**src/rtl/spu_sm_pkg.sv**
```systemverilog
// Shared constants and state encoding for the softmax max/subtract pre-stage.
// Optional per-lane masking is enabled by defining SPU_SM_MAXSUB_MASK_EN.
package spu_sm_pkg;

    localparam int LANES = 8;
    localparam int DW    = 8;
    localparam int DEPTH = 64;
    localparam int AW    = 6;
    localparam int OW    = DW + 1;

    typedef enum logic [2:0] {
        IDLE = 3'b000,
        MAX  = 3'b101,
        SUB  = 3'b110
    } state_t;

    // Most negative int8; identity element for the running max.
    localparam logic [DW-1:0] DATA_MIN  = 8'h80;
    // Output for masked lanes; the exponent stage maps it to zero.
    localparam logic [OW-1:0] MASK_FILL = 9'h100;

endpackage

```
**src/rtl/spu_sm_lane_max.sv**
```systemverilog
// Combinational signed max over the lanes of one beat.
// Masked lanes are replaced by the most negative value so they never win.
module spu_sm_lane_max
    import spu_sm_pkg::*;
(
    input  logic [LANES*DW-1:0] i_lanes,
    input  logic [LANES-1:0]    i_mask,
    output logic [DW-1:0]       o_max
);

    logic signed [DW-1:0] w_v [LANES];

    always_comb begin
        for (int i = 0; i < LANES; i++) begin
            w_v[i] = i_mask[i] ? $signed(DATA_MIN) : $signed(i_lanes[i*DW +: DW]);
        end
        // Pairwise reduction: after the pass with stride s, w_v[i] holds the max of 2*s lanes.
        for (int s = 1; s < LANES; s = s * 2) begin
            for (int i = 0; i + s < LANES; i = i + 2 * s) begin
                if (w_v[i+s] > w_v[i]) begin
                    w_v[i] = w_v[i+s];
                end
            end
        end
        o_max = w_v[0];
    end

endmodule

```
**src/rtl/spu_sm_max_sub.sv**
```systemverilog
// Softmax pre-stage: buffers one row while tracking its max, then replays x - max.
// Optional lane masking is enabled by defining SPU_SM_MAXSUB_MASK_EN.
module spu_sm_max_sub
    import spu_sm_pkg::*;
(
    input  logic                core_clk,
    input  logic                rst,
    input  logic                start,
    input  logic [AW:0]         row_len,
    input  logic                in_valid,
    output logic                in_ready,
    input  logic [LANES*DW-1:0] in_data,
`ifdef SPU_SM_MAXSUB_MASK_EN
    input  logic [LANES-1:0]    in_mask,
`endif
    output logic                out_valid,
    input  logic                out_ready,
    output logic [LANES*OW-1:0] out_data,
    output logic                out_last,
    output logic [DW-1:0]       row_max,
    output logic                busy,
    output logic                done,
    output logic [2:0]          dbg_state
);

    // Handshakes: a beat moves on a clock edge where valid && ready are both high.
    // A producer never drops valid or changes its data before that edge.

    localparam logic [AW:0] ONE = (AW+1)'(1);

    state_t                r_state;
    state_t                w_next;
    logic [AW:0]           r_len;
    logic [AW:0]           r_wr_cnt;
    logic [AW:0]           r_rd_cnt;
    logic [DW-1:0]         r_max;
    logic [LANES*DW-1:0]   r_buf [DEPTH];
    logic                  r_out_valid;
    logic                  r_out_last;
    logic [LANES*OW-1:0]   r_out_data;

    logic                  w_start_ok;
    logic                  w_in_hs;
    logic                  w_last_in;
    logic                  w_out_hs;
    logic                  w_load;
    logic [DW-1:0]         w_beat_max;
    logic [LANES-1:0]      w_in_mask;
    logic [LANES-1:0]      w_rd_mask;
    logic [LANES*DW-1:0]   w_rd_data;
    logic [LANES*OW-1:0]   w_diff;

    assign w_start_ok = start && (row_len != '0) && (row_len <= (AW+1)'(DEPTH));
    assign w_in_hs    = (r_state == MAX) && in_valid;
    assign w_last_in  = w_in_hs && (r_wr_cnt == r_len - ONE);
    assign w_out_hs   = r_out_valid && out_ready;
    assign w_load     = (r_state == SUB) && (!r_out_valid || out_ready) && (r_rd_cnt < r_len);
    assign w_rd_data  = r_buf[r_rd_cnt[AW-1:0]];

`ifdef SPU_SM_MAXSUB_MASK_EN
    logic [LANES-1:0] r_mask_buf [DEPTH];

    assign w_in_mask = in_mask;
    assign w_rd_mask = r_mask_buf[r_rd_cnt[AW-1:0]];

    always_ff @(posedge core_clk) begin
        if (w_in_hs) begin
            r_mask_buf[r_wr_cnt[AW-1:0]] <= in_mask;
        end
    end
`else
    assign w_in_mask = '0;
    assign w_rd_mask = '0;
`endif

    spu_sm_lane_max u_lane_max (
        .i_lanes (in_data),
        .i_mask  (w_in_mask),
        .o_max   (w_beat_max)
    );

    always_ff @(posedge core_clk or posedge rst) begin
        if (rst) begin
            r_state <= IDLE;
        end else begin
            r_state <= w_next;
        end
    end

    always_comb begin
        w_next    = r_state;
        in_ready  = 1'b0;
        busy      = 1'b1;
        done      = 1'b0;
        case (r_state)
            IDLE: begin
                busy = 1'b0;
                if (w_start_ok) w_next = MAX;
            end
            MAX: begin
                in_ready = 1'b1;
                if (w_last_in) w_next = SUB;
            end
            SUB: begin
                done = w_out_hs && r_out_last;
                if (done) w_next = IDLE;
            end
            default: w_next = IDLE;
        endcase
    end

    // Both operands are sign-extended to 9 bits; x - max lies in -255..0 so it cannot wrap.
    always_comb begin
        logic [DW-1:0] lane_v;
        w_diff = '0;
        for (int i = 0; i < LANES; i++) begin
            lane_v = w_rd_data[i*DW +: DW];
            w_diff[i*OW +: OW] = {lane_v[DW-1], lane_v} - {r_max[DW-1], r_max};
            if (w_rd_mask[i]) begin
                w_diff[i*OW +: OW] = MASK_FILL;
            end
        end
    end

    always_ff @(posedge core_clk) begin
        if (w_in_hs) begin
            r_buf[r_wr_cnt[AW-1:0]] <= in_data;
        end
    end

    always_ff @(posedge core_clk or posedge rst) begin
        if (rst) begin
            r_len       <= '0;
            r_wr_cnt    <= '0;
            r_rd_cnt    <= '0;
            r_max       <= '0;
            r_out_valid <= 1'b0;
            r_out_last  <= 1'b0;
            r_out_data  <= '0;
        end else begin
            case (r_state)
                IDLE: begin
                    if (w_start_ok) begin
                        r_len    <= row_len;
                        r_wr_cnt <= '0;
                        r_max    <= DATA_MIN;
                    end
                end
                MAX: begin
                    if (w_in_hs) begin
                        r_wr_cnt <= r_wr_cnt + ONE;
                        if ($signed(w_beat_max) > $signed(r_max)) begin
                            r_max <= w_beat_max;
                        end
                        if (w_last_in) begin
                            r_rd_cnt <= '0;
                        end
                    end
                end
                SUB: begin
                    if (w_load) begin
                        r_out_valid <= 1'b1;
                        r_out_data  <= w_diff;
                        r_out_last  <= (r_rd_cnt == r_len - ONE);
                        r_rd_cnt    <= r_rd_cnt + ONE;
                    end else if (w_out_hs) begin
                        // Only reachable once the final beat has been taken.
                        r_out_valid <= 1'b0;
                        r_out_last  <= 1'b0;
                    end
                end
                default: ;
            endcase
        end
    end

    assign out_valid = r_out_valid;
    assign out_data  = r_out_data;
    assign out_last  = r_out_last;
    assign row_max   = r_max;
    assign dbg_state = r_state;

endmodule

```
**config.mk**
```make
export PLATFORM = sky130hd
export DESIGN_NAME = spu_sm_max_sub
export DESIGN_NICKNAME = d
export VERILOG_FILES = /design/src/rtl/spu_sm_pkg.sv /design/src/rtl/spu_sm_lane_max.sv /design/src/rtl/spu_sm_max_sub.sv
export SDC_FILE = /design/constraint.sdc
export NUM_CORES = 2
export LEC_CHECK = 0
export CAP_MARGIN = 20
export CELL_PAD_IN_SITES_DETAIL_PLACEMENT = 1
export CELL_PAD_IN_SITES_GLOBAL_PLACEMENT = 2
export CORE_MARGIN = 2
export CORE_UTILIZATION = 38
export CTS_BUF_LIST = sky130_fd_sc_hd__clkbuf_8
export CTS_CLUSTER_SIZE = 14
export DETAILED_ROUTE_END_ITERATION = 6
export PLACE_DENSITY = 0.59
export SLEW_MARGIN = 10
export SYNTH_ARGS = -nofsm -noshare
export SYNTH_HDL_FRONTEND = slang
export SYNTH_HIERARCHICAL = 1
export SYNTH_SLANG_ARGS = --single-unit
```
**constraint.sdc**
```tcl
create_clock -name core_clk -period 5.48 [get_ports core_clk]
set_clock_uncertainty 0.15 [all_clocks]
set_input_delay 0.548 -clock core_clk [delete_from_list [all_inputs] [get_ports core_clk]]
set_output_delay 0.548 -clock core_clk [all_outputs]
set_load 0.005 [all_outputs]
```
== After elaboration in Yosys (flattened, before gate mapping) ==
Memory sizes are Yosys's and may differ from the RTL's.
Cells that the tools add are included.

* Add/sub/neg operators: 11
* Order comparisons: 10
* Muxes and demuxes: 30
* Reduce and logical (&&, ||, !) cells: 22
* Equality and inequality tests: 10

{| class="wikitable"
|+ Operator list
! kind !! count
|-
| 8-bit two-way mux || 10
|-
| 8-bit by 8-bit subtractor with 9-bit output || 8
|-
| 8-bit > comparator || 8
|-
| 7-bit two-way mux || 5
|-
| 7-bit one-hot mux with 2 select lines || 2
|-
| 8-bit one-hot mux with 2 select lines || 1
|-
| 7-bit by 1-bit adder with 7-bit output, second input constant || 2
|-
| 7-bit equality test || 2
|-
| 3-bit two-way mux || 3
|-
| 3-bit one-hot mux with 3 select lines || 1
|-
| 1-bit logical AND || 8
|-
| 1-bit two-way mux || 8
|-
| 2-bit != test, second input constant || 4
|-
| 4-bit AND reduction || 2
|-
| 7-bit <= comparator, second input constant || 1
|-
| 7-bit < comparator || 1
|-
| 7-bit nonzero test || 1
|-
| 7-bit by 1-bit subtractor with 7-bit output, second input constant || 1
|-
| 3-bit equality test, second input constant || 2
|-
| 2-bit AND reduction || 3
|-
| 3-bit AND reduction || 2
|-
| 2-bit nonzero test || 3
|-
| 2-bit by 1-bit != test with 1-bit output, second input constant || 2
|-
| 3-bit zero test || 1
|-
| 2 further kinds || 2
|}

* Register bits after elaboration: 106
* Output and inout bits: 88
* Memory bits (writable): 4,096
* Memories kept: 1
* Bits of input ports: 76

{| class="wikitable"
|+ Memory list
! name !! depth !! bits a word !! rd ports !! clocked after memory_dff !! wr ports !! RTL line !! source
|-
| r_buf || 64 || 64 || 1 || 0 || 1 || spu_sm_max_sub.sv:37 || <nowiki>logic [LANES*DW-1:0] r_buf [DEPTH];</nowiki>
|}

== Logic depth before layout (Yosys ltp) ==
* Depth in word-level cells: 10
* Mapped depth: 45
* Gate-level depth less buffers: 42

== By module ==
The synthesis kept the hierarchy.

{| class="wikitable"
|+ Modules (own cells, without submodules)
! module !! cells each !! area each (um2) !! instances
|-
| spu_sm_max_sub || 7,121 || 160,816.7 || 1
|-
| spu_sm_lane_max || 408 || 2,895.3 || 1
|}

== Worst setup path before layout ==
Ideal clock, no wire load.

* Kind: input-to-reg
* From: input in_data[15]
* To: register r_max[7], in the netlist row_max[7]
* Path buffers: 1
* Data arrival time: 8,413 ps
* Path slack: -3,225 ps
* Library setup time: 143 ps
* Stages: 38
* Cell sequence: nor2_1 > inv_1 > ha_1 > and4_1 > o21ai_1 > nor4_2 > o41a_1 > a21o_1 > and2_1 > clkbuf_1 > nor2_1 > a21oi_1 > ha_1 > a21o_1 > a2111o_1 > a311o_2 > nor2_2 > a211oi_4 > (+2 left out) > nor2b_1 > o21a_1 > o21a_1 > o21a_1 > o21a_1 > o21a_1 > o32ai_1 > a21oi_1 > or4_1 > o221ai_1 > inv_1 > ha_1 > and4_1 > and4_1 > or4_1 > a21oi_2 > o21a_2 > a22oi_1

* Longest elaborated chain between the ends: 9

{| class="wikitable"
|+ Ends and longest elaborated chain
! what !! RTL line !! source
|-
| from (decl) || spu_sm_max_sub.sv:12 || <nowiki>input logic [LANES*DW-1:0] in_data,</nowiki>
|-
| 8-bit > comparator || spu_sm_lane_max.sv:20 || <nowiki>if (w_v[i+s] > w_v[i]) begin</nowiki>
|-
| 8-bit two-way mux (*) || spu_sm_lane_max.sv:20 ||
|-
| 8-bit > comparator || spu_sm_lane_max.sv:20 ||
|-
| 8-bit two-way mux (*) || spu_sm_lane_max.sv:20 ||
|-
| 8-bit > comparator || spu_sm_lane_max.sv:20 ||
|-
| 8-bit two-way mux (*) || spu_sm_lane_max.sv:20 ||
|-
| named net w_beat_max[0] || spu_sm_max_sub.sv:47 || <nowiki>logic [DW-1:0] w_beat_max;</nowiki>
|-
| 8-bit > comparator (*) || spu_sm_max_sub.sv:152 || <nowiki>if ($signed(w_beat_max) > $signed(r_max)) begin</nowiki>
|-
| 2-bit by 1-bit != test with 1-bit output (no source line) (*) || - ||
|-
| 4-bit AND reduction (no source line) (*) || - ||
|-
| to (signal assigned) || spu_sm_max_sub.sv:153 || <nowiki>r_max <= w_beat_max;</nowiki>
|-
| to (decl) || spu_sm_max_sub.sv:36 || <nowiki>logic [DW-1:0] r_max;</nowiki>
|}

The timed path passes the listed nets; every way through them passes the cells marked *. The select of a mux whose other input is x is not followed.
A chain may end at the register's enable or synchronous reset.

== Final worst setup path ==
* From: input in_data[61]
* To: register r_max[0], in the netlist row_max[0]

The elaborated chain is that of the path after synthesis.

==> flow_summary.toml <==
[pwr]
vdd_drop_max_v = 0.000251
powerDensity_nw_per_um2 = 353
leakagePower_nw = 63.4

[layout]
post-route-cell-area_um2 = 193000
layout.nets = 9114
regArea_um2 = 126000
n_fill_cell = 39748
stdcell_count = 15185
area_delta_synth_final_pct = 18.2
multi_input_area_um2 = 37200
drive_gt1_share_pct = 30.9
final_common_cell = "edfxtp_1"
final_util_pct = 45.0
final_cell_mix = "edfxtp_1, mux4_2, clkbuf_8"

[timing]
relSlewSlack_pct = 16.9
drv_slew = 0
layout_setup_ws_ps = -2290
hold_violations = 0
setup-tns-final_ps = -18180
hold_slack_ps = 111
tightestPinTransition_ps = 1240
rsz0062_at_grt = "true"
period_share_pct = 142
max_freq_ghz = 0.129
period_needed_ps = 7770
setup_viol = 8

[clock_network]
clk_path_buf_depth = 4
clkTransAtPathRegs_ps = 60
htreeDepth = 6
cts_root_buf = "clkbuf_8"
cts_tree = "done"
clock_latency_ps = 1220
cts_sinks = 4202
numCtsBuffers = 702

[setup_path]
crit_required_ps = 6410
slowest_delay_ps = 520
crit_fanout = 8
start_kind = "input port"
cp-end-kind = "flop"
slowest_stage = "or4_4"
cp.arrival_ps = 8700
ff2ff_setup_slack_ps = 350
crit_top_cell = "o21a_1"
setup.worst_path.class = "in -> reg"

[run_status]
violations = "negative setup slack"
status = "finished with violations"

[placement]
hpwl_um = 325000
place_inst = 13799
place.port_buffers = 163
place_area_um2 = 179000
place_congestion = 0.845

[detailed_routing]
first_iter_violations = 10503
first_pass_iters = 6
via_per_inst = 5.89
wl_um = 581000
vias = 89413
avgRoutedWirePerCell_um = 38.3
drc = 0
ant_nets = 0

[yosys]
yosys_register_bits = 4202
synth_top_area_share_pct = 75.1
synth_async_sr_flop_share_pct = 2.52
synth_cell_types = 99
synthCells = 7529
yosys_most_used_dff = "edfxtp_1"
synth-edff-count = 4096
yosys-top-cells-area = "edfxtp_1, mux4_2, dfrtp_1"
yosysSeqAreaShare_pct = 76.8
synth_largest_area_cell = "edfxtp_1"
yosysWarnings = 6
synth_area_um2 = 164000
synth.avg_cell_area_um2 = 21.7

[floorplanning]
io_pins = 164
rows = 241
die_x_um = 660
core_area_um2 = 430000
dieArea_um2 = 436000
dieHeight_um = 660
start_util_pct = 38.1

[grt]
grt_usage_pct = 26.4
grt_start_max_net_pins = 79
antenna_found_initial = 49
grt_pass1_wl_um = 788000
grt_pass1_vias = 93108
overflow = 0

[flow_run]
drv_cap = 0

[hold_path]
hp-class = "in -> reg"
==> cells by family (layout without fill, tap and decap cells) <==
logic type / count (synthesis) / after routing / synth area share, %
AO/OA/AOI/OAI: 1020 / 1020 / 4.53
XOR/XNOR: 72 / 72 / 0.390
adder cells (fa/ha/maj): 133 / 133 / 1.05
buffers and inverters: 480 / 2360 / 1.29
flip-flops: 4202 / 4202 / 76.8
multiplexers: 1058 / 1058 / 14.3
other: 1 / 67 / 0.00229
AND/OR/NAND/NOR: 563 / 563 / 1.66
==> metrics by stage <==
step                      setup slack [ps]  power (mW)
after floorplan                      -2660        39.5
after CTS                            -2090        68.7
after global routing                 -2470        70.5
final                                -2290        68.2
after global placement               -3930        42.5
after detailed placement             -4080        42.6
==> layer usage <==
layer  track usage [%]  share of wire [%]  up-vias
li1                  -                  -    34975
met1              36.3                 41    49670
met2              43.5                 49     3891
met3              4.23                6.8      871
met4              7.64                3.1        6
met5                 0             0.0081        -
==> cell usage after synthesis, drive strengths merged, types with 43 or more instances <==
cell type,n
xnor2,43
a21oi,183
edfxtp,4096
a22oi,259
clkbuf,216
a221oi,128
o21ai,106
nand2b,49
nor2b,53
a22o,137
nor2,204
buf,195
dfrtp,106
inv,69
o221ai,59
nand2,137
mux4,1024
ha,124
==> registers in the layout, summed over array words and instances (netlist names) <==
signal     cells
r_wr_cnt       7
r_rd_cnt       7
out_data      72
r_len          7
dbg_state      3
r_buf       4096
out_valid      1
out_last       1
row_max        8
==> final cells by class <==
class | instances | area share [%]
diodes | 15 | 0.0194
clock buffers | 732 | 5.21
clock inverters | 526 | 1.36
inverters | 69 | 0.136
multi-input cells | 2898 | 19.2
flip-flops and latches | 4202 | 65.0
well taps | 5710 | 3.69
repair buffers | 1033 | 5.38
==> worst max-delay path, delay by kind of cell <==
family,cells,cell delay (ps)
fa+ha+maj,4,960
mux,2,650
compound gates,23,4530
simple gates,7,1300
buf+inv,5,630
==> path summary, 6_finish.rpt <==
path / start / endpoint / cells after the start
max reg2reg: r_rd_cnt[0]$_DFFE_PP0P_ / out_data[52]$_DFFE_PP0P_ / 16
min: in_data[37] / r_buf[59][37]$_DFFE_PP_ / 3
max in group asynchronous: rst / out_data[69]$_DFFE_PP0P_ / 4
max: in_data[61] / row_max[0]$_DFFE_PP0P_ / 41
min in group asynchronous: rst / row_max[3]$_DFFE_PP0P_ / 3
min reg2reg: out_data[55]$_DFFE_PP0P_ / out_data[55]$_DFFE_PP0P_ / 2
==> power by group <==
part	internal (mW)	leakage, nW	switching, mW
registers	35.4	38.3	0.200
clock network	12.8	7.48	13.0
logic	3.05	17.7	3.83
total	51.2	63.4	17.0
==> repair_timing <==
item | 4_1_cts | 5_1_grt
resized for setup | 84 | 14
gates cloned | 0 | 0
hold buffers | 74 | 0
buffers inserted | 26 | 13
hold endpoints to repair | 4085 | 0
pin swaps | 40 | 25
setup endpoints to repair | 8 | 12
Note: power is estimated with default switching activity, not from simulation.
